===== src/rtl/lsu_pkg.sv =====
// Shared definitions for the load/store unit: RV32I width codes and FSM states.
package lsu_pkg;

    localparam int unsigned XLEN = 32;

    localparam logic [2:0] F3_B  = 3'b000;
    localparam logic [2:0] F3_H  = 3'b001;
    localparam logic [2:0] F3_W  = 3'b010;
    localparam logic [2:0] F3_BU = 3'b100;
    localparam logic [2:0] F3_HU = 3'b101;

    typedef enum logic [2:0] {
        S_IDLE   = 3'd0,
        S_LD     = 3'd1,
        S_ST     = 3'd2,
        S_RMW_RD = 3'd3,
        S_RMW_WR = 3'd4,
        S_RESP   = 3'd5
    } state_t;

endpackage


===== src/rtl/lsu_align.sv =====
// Lane logic for the load/store unit (combinational).
//   funct3    : width code of the access
//   offset    : byte offset inside the word (already forced aligned for H/W)
//   word      : memory word (read data for loads, captured old word for RMW)
//   wdata     : store data, low byte/half/word used
//   load_data : lane extracted and sign/zero-extended
//   merged    : word with the store lane replaced
module lsu_align
    import lsu_pkg::*;
(
    input  logic [2:0]      funct3,
    input  logic [1:0]      offset,
    input  logic [XLEN-1:0] word,
    input  logic [XLEN-1:0] wdata,
    output logic [XLEN-1:0] load_data,
    output logic [XLEN-1:0] merged
);

    logic [4:0]      byte_sh;
    logic [4:0]      half_sh;
    logic [7:0]      byte_lane;
    logic [15:0]     half_lane;
    logic [XLEN-1:0] mask;
    logic [XLEN-1:0] ins;

    // Load extraction and extension
    always_comb begin
        byte_sh   = {offset, 3'b000};
        half_sh   = {offset[1], 4'b0000};
        byte_lane = word[byte_sh +: 8];
        half_lane = word[half_sh +: 16];
        load_data = word;
        case (funct3)
            F3_B:    load_data = {{24{byte_lane[7]}}, byte_lane};
            F3_BU:   load_data = {24'h0, byte_lane};
            F3_H:    load_data = {{16{half_lane[15]}}, half_lane};
            F3_HU:   load_data = {16'h0, half_lane};
            default: load_data = word;
        endcase
    end

    // Store lane merge: only the addressed lane takes new data
    always_comb begin
        mask = '1;
        ins  = wdata;
        case (funct3)
            F3_B: begin
                mask = 32'h0000_00FF << byte_sh;
                ins  = XLEN'(wdata[7:0]) << byte_sh;
            end
            F3_H: begin
                mask = 32'h0000_FFFF << half_sh;
                ins  = XLEN'(wdata[15:0]) << half_sh;
            end
            default: begin
                mask = '1;
                ins  = wdata;
            end
        endcase
        merged = (word & ~mask) | (ins & mask);
    end

endmodule


===== src/rtl/load_store_unit.sv =====
// Load/store unit: one core request at a time, word-wide data memory.
//   req_*  : core request (valid/ready handshake, store flag, funct3, addr, wdata)
//   resp_* : one-cycle response pulse with extended load data and error flag
//   mem_*  : word-aligned memory port; SB/SH go through read-modify-write
module load_store_unit
    import lsu_pkg::*;
#(
    parameter int unsigned ADDR_W       = 32,
    parameter bit          MISALIGN_ERR = 1'b1
) (
    input  logic              clk,
    input  logic              rst_n,
    input  logic              req_valid,
    output logic              req_ready,
    input  logic              req_store,
    input  logic [2:0]        req_funct3,
    input  logic [ADDR_W-1:0] req_addr,
    input  logic [XLEN-1:0]   req_wdata,
    output logic              resp_valid,
    output logic [XLEN-1:0]   resp_rdata,
    output logic              resp_err,
    output logic [ADDR_W-1:0] mem_addr,
    output logic [XLEN-1:0]   mem_write_data,
    output logic              mem_read,
    output logic              mem_write,
    input  logic [XLEN-1:0]   mem_read_data
);

    state_t              state;
    state_t              state_nxt;
    logic                store_q;
    logic [2:0]          f3_q;
    logic [ADDR_W-1:0]   addr_q;
    logic [XLEN-1:0]     wdata_q;
    logic [XLEN-1:0]     old_q;
    logic [XLEN-1:0]     rdata_q;
    logic                err_q;

    logic                hs;
    logic                illegal;
    logic                misalign;
    logic                req_err;
    logic [ADDR_W-1:0]   addr_fix;
    logic [XLEN-1:0]     align_word;
    logic [XLEN-1:0]     load_data;
    logic [XLEN-1:0]     merged;

    assign hs = req_valid & req_ready;

    // Request classification; misaligned H/W addresses are snapped to the lane boundary
    always_comb begin
        illegal = 1'b0;
        case (req_funct3)
            F3_B, F3_H, F3_W: illegal = 1'b0;
            F3_BU, F3_HU:     illegal = req_store;
            default:          illegal = 1'b1;
        endcase
        misalign = ((req_funct3[1:0] == 2'b01) && req_addr[0]) ||
                   ((req_funct3[1:0] == 2'b10) && (req_addr[1:0] != 2'b00));
        req_err  = illegal | (MISALIGN_ERR & misalign);
        addr_fix = req_addr;
        if (req_funct3[1:0] == 2'b01) addr_fix[0]   = 1'b0;
        if (req_funct3[1:0] == 2'b10) addr_fix[1:0] = 2'b00;
    end

    // Next-state logic
    always_comb begin
        state_nxt = state;
        case (state)
            S_IDLE: begin
                if (hs) begin
                    if (req_err)                  state_nxt = S_RESP;
                    else if (!req_store)          state_nxt = S_LD;
                    else if (req_funct3 == F3_W)  state_nxt = S_ST;
                    else                          state_nxt = S_RMW_RD;
                end
            end
            S_LD, S_ST, S_RMW_WR: state_nxt = S_RESP;
            S_RMW_RD:             state_nxt = S_RMW_WR;
            S_RESP:               state_nxt = S_IDLE;
            default:              state_nxt = S_IDLE;
        endcase
    end

    // State and request/data registers
    always_ff @(posedge clk or negedge rst_n) begin
        if (!rst_n) begin
            state   <= S_IDLE;
            store_q <= 1'b0;
            f3_q    <= 3'b000;
            addr_q  <= '0;
            wdata_q <= '0;
            old_q   <= '0;
            rdata_q <= '0;
            err_q   <= 1'b0;
        end else begin
            state <= state_nxt;
            if (hs) begin
                store_q <= req_store;
                f3_q    <= req_funct3;
                addr_q  <= addr_fix;
                wdata_q <= req_wdata;
            end
            if (state == S_RMW_RD) old_q <= mem_read_data;
            // Holds load data only through RESP; zero otherwise
            rdata_q <= ((state == S_LD) && !store_q) ? load_data : '0;
            err_q   <= hs & req_err;
        end
    end

    // Loads extract from live read data; RMW merges into the captured old word
    assign align_word = (state == S_LD) ? mem_read_data : old_q;

    lsu_align u_align (
        .funct3    (f3_q),
        .offset    (addr_q[1:0]),
        .word      (align_word),
        .wdata     (wdata_q),
        .load_data (load_data),
        .merged    (merged)
    );

    // Interface outputs decoded from state and latched registers only
    assign req_ready      = (state == S_IDLE);
    assign resp_valid     = (state == S_RESP);
    assign resp_rdata     = rdata_q;
    assign resp_err       = err_q;
    assign mem_read       = (state == S_LD) || (state == S_RMW_RD);
    assign mem_write      = (state == S_ST) || (state == S_RMW_WR);
    assign mem_addr       = (mem_read || mem_write) ? {addr_q[ADDR_W-1:2], 2'b00} : '0;
    assign mem_write_data = (state == S_ST)     ? wdata_q :
                            (state == S_RMW_WR) ? merged  : '0;

endmodule


===== config.mk =====
export PLATFORM = sky130hd
export DESIGN_NAME = load_store_unit
export DESIGN_NICKNAME = d
export VERILOG_FILES = /design/src/rtl/lsu_pkg.sv /design/src/rtl/lsu_align.sv /design/src/rtl/load_store_unit.sv
export SDC_FILE = /design/constraint.sdc
export NUM_CORES = 1
export LEC_CHECK = 0
export CAP_MARGIN = 20
export CORE_UTILIZATION = 45
export DETAILED_ROUTE_END_ITERATION = 10
export GPL_ROUTABILITY_DRIVEN = 0
export GPL_TIMING_DRIVEN = 1
export HOLD_SLACK_MARGIN = 0.08
export PLACE_DENSITY = 0.89
export SYNTH_ARGS = -nofsm -noshare
export SYNTH_HDL_FRONTEND = slang
export SYNTH_HIERARCHICAL = 1
export SYNTH_SLANG_ARGS = --single-unit

===== constraint.sdc =====
create_clock -name clk -period 2.5 [get_ports clk]
set_input_delay 0.25 -clock clk [delete_from_list [all_inputs] [get_ports clk]]
set_output_delay 0.25 -clock clk [all_outputs]
set_load 0.01 [all_outputs]

==> results.md <==
- Status: complete, but fails checks
- Failing checks: negative setup slack
- Crit path from: state[1]$_DFFE_PN0P_
- Worst-path fanout max: 5
- Ratio of cells with drive above 1 in the final layout: 0.3627
- Clock share of power: 0.166
- Vias in the first global route: 6,691
- # rows: 47
- CTS max path bufs: 2
- Final WL: 25,680 um
- Setup crit end kind: output pin
- Starting Density: 0.4605
- Total global routing overflow: 0
- Post-synthesis async set-or-reset flop share: 1.000
- Post-synth EDFFs: 0
- Min cycle time layout: 2.617 ns
- # IOs: 204
- MaxCap Viol Count: 0
- CP Data Arrival Time: 2.37 ns
- Yosys warns: 6
- TritonRoute pass-1 iters: 8
- Commonest non-fill, non-tap cell in the layout: clkdlybuf4s50_1
- Worst hold path type: input pin to async pin
- Mapped Area: 7636 um2
- Area grow syn2layout: 47.49%
- Worst IR drop on VDD: 0.0006737 V
- Largest net degree at the start of global routing: 55
- Synth top area cells: dfrtp_1, mux2_4, mux2_2, a22o_1, and3_1
- RSZ-0062 raised after global routing: yes
- Width of the chip: 132.3 um
- CTS tree: built
- GRT Total Usage: 0.2919
- Clock Latency Late Sink: 0.43 ns
- Layout net count: 1,008
- Worst Setup EP: mem_write_data[7]
- Fin. Hold Viols: 0
- Startpoint type of the worst setup path: register
- Initial antenna violation count: 1
- Die Y: 132.3 um
- # DRC: 0
- Clock sinks: 136
- Top cell type's share of synthesized area: 0.4457
- Psw: 6.080 mW
- Via density: 5.924
- R2R depth: 11
- Fillers: 1,162
- Yosys cell types: 47
- Top cell type by total area after synthesis: dfrtp_1
- Die area: 17,490 um2
- Via count: 6,747
- DR iter-0 viols: 1,082
- DP Cell Count: 1,073
- Power Internal: 9.856 mW
- Main synth FF type: dfrtp_1
- Clock Skew: 0.01315 ns
- Critical path required time: 2.25 ns
- Post-Syn Instances: 645
- Clk root buf: clkbuf_16
- Tcrit/Tclk final: 1.047
- PortBufs: 201
- Synthesized flop and latch total: 136
- Mean post-synth cell area: 11.84 um2
- Sequential Power Share: 0.246
- Clk pin slew, worst setup/hold paths: 0.06 ns
- Pins Over Slew Limit: 0
- CORE AREA: 16,580 um2
- First-pass GRT wire length: 38,590 um
- Most frequent cells in the layout: clkdlybuf4s50_1, dfrtp_1, mux2_4
- Worst slew margin: 0.3742
- H-tree depth: 4
- Tot Pwr: 15.94 mW
- Max Fclk: 382.1 MHz
- Crit Path Class: register to output pin
- Worst slew pin tran: 0.9377 ns
- Setup Viol. Count Final: 46
- Reg2reg start: state[1]$_DFFE_PN0P_
- Pwr/cell area: 1415 nW/um2
- Routed Antenna Nets: 0
- Static Leak: 5.376 nW
- Switch share: 0.3815
- Final Non-Filler Cells: 1,139
- Combinational fraction of design power: 0.588
- CTS Buf Count: 17
- Worst Slack Setup Final: -0.1172 ns
- Reg2reg setup slack: -0.11 ns
- RR Endpoint: resp_rdata[17]$_DFF_PN0_
- Wire per inst: 22.55 um
- Dpl hpwl: 16,300 um
- Seq/Total Area, Yosys: 0.4457
worst min-delay path by stage:
| stage | end | cells after the start | from |
|---|---|---|---|
| 5_1_grt | resp_rdata[14]$_DFF_PN0_ | 2 | rst_n |
| 4_1_cts | addr_q[15]$_DFFE_PN0P_ | 2 | rst_n |
| 3_5_place_dp | addr_q[20]$_DFFE_PN0P_ | 1 | rst_n |
| 2_1_floorplan | addr_q[0]$_DFFE_PN0P_ | 0 | rst_n |
| 6_report | resp_rdata[28]$_DFF_PN0_ | 2 | rst_n |
| 3_3_place_gp | addr_q[12]$_DFFE_PN0P_ | 1 | rst_n |
final cells by class:
class                   count  area [um2]  share of cell area
well taps                 220       275.3             0.02444
inverters                   6       25.02            0.002222
clock inverters            10       142.6             0.01267
repair buffers            292        2760              0.2451
diodes                      1       2.502           0.0002222
flip-flops and latches    136        3406              0.3024
clock buffers              22       474.2             0.04211
multi-input cells         452        4177              0.3708
what timing repair did:
action                                 4_1_cts  5_1_grt
pin swaps                                   24       16
setup buffers                               20        7
setup endpoints to repair                   81       62
endpoints found under the hold margin       46        0
gates resized for setup                    234       29
hold buffers                                 1        0
gates cloned                                 8        1
worst max-delay path, cell delays in order, from the launching register on:
cell and delay, ns:
dfrtp_1 0.40, nor3b_4 0.20, buf_6 0.18, buf_6 0.17
mux2_4 0.32, mux2_4 0.28, a22o_1 0.24, buf_2 0.14
flip-flops by register name, summed over array words and instances, names as in the netlist:
register	count
addr_q	32
f3_q	3
old_q	32
resp_err	1
resp_rdata	32
state	3
store_q	1
wdata_q	32
logic make-up after synthesis:
logic type                 count (synthesis)  share of synthesized area
AOI/OAI and AO/OA                        124                     0.1198
DFF                                      136                     0.4457
adders and majority gates                  1                   0.001311
muxes                                    154                     0.2541
buffers and inverters                     58                    0.05161
other                                      1                  0.0004911
and+or+nand+nor                          171                     0.1270
synthesized netlist by cell type, drive strengths merged (10+ instances only):
cell      n
dfrtp   136
a22o     41
mux2i    15
a21o     10
a21oi    22
and2     31
mux2    139
nand2    42
buf      31
a22oi    14
o21ai    13
nor2     26
and3     33
clkbuf   21
nor2b    12
metal layers:
metal,up-vias,track usage,share of wire
li1,2853,-,-
met1,3267,0.3770,0.39
met2,496,0.4574,0.46
met3,129,0.08843,0.099
met4,2,0.1194,0.043
met5,-,0,0.0012
stage by stage:
stage	hold slack, ns	cell area (um2)	util	setup TNS (ns)	setup WS (ns)
final	0.3385	11260	0.6791	-3.003	-0.1172
after global routing	0.3750	11260	0.6791	-5.638	-0.1819
after CTS	0.3480	11160	0.6729	-4.073	-0.1612
after detailed placement	0.2236	10080	0.6081	-0.7517	-0.06997
after global placement	0.2201	10080	0.6081	-0.2175	-0.05436
after floorplan	-0.04559	7642	-	0	0.01059
power groups by stage:
stage	clock (mW)	sequential [mW]	combinational, mW
finish	2.65	3.92	9.36
floorplan	0	3.64	4.86
global placement	0	3.79	7.78
detailed placement	0	3.84	7.95
CTS	2.65	3.85	8.85
global route	2.76	4.00	9.81
(Power assumes the default switching activity.)
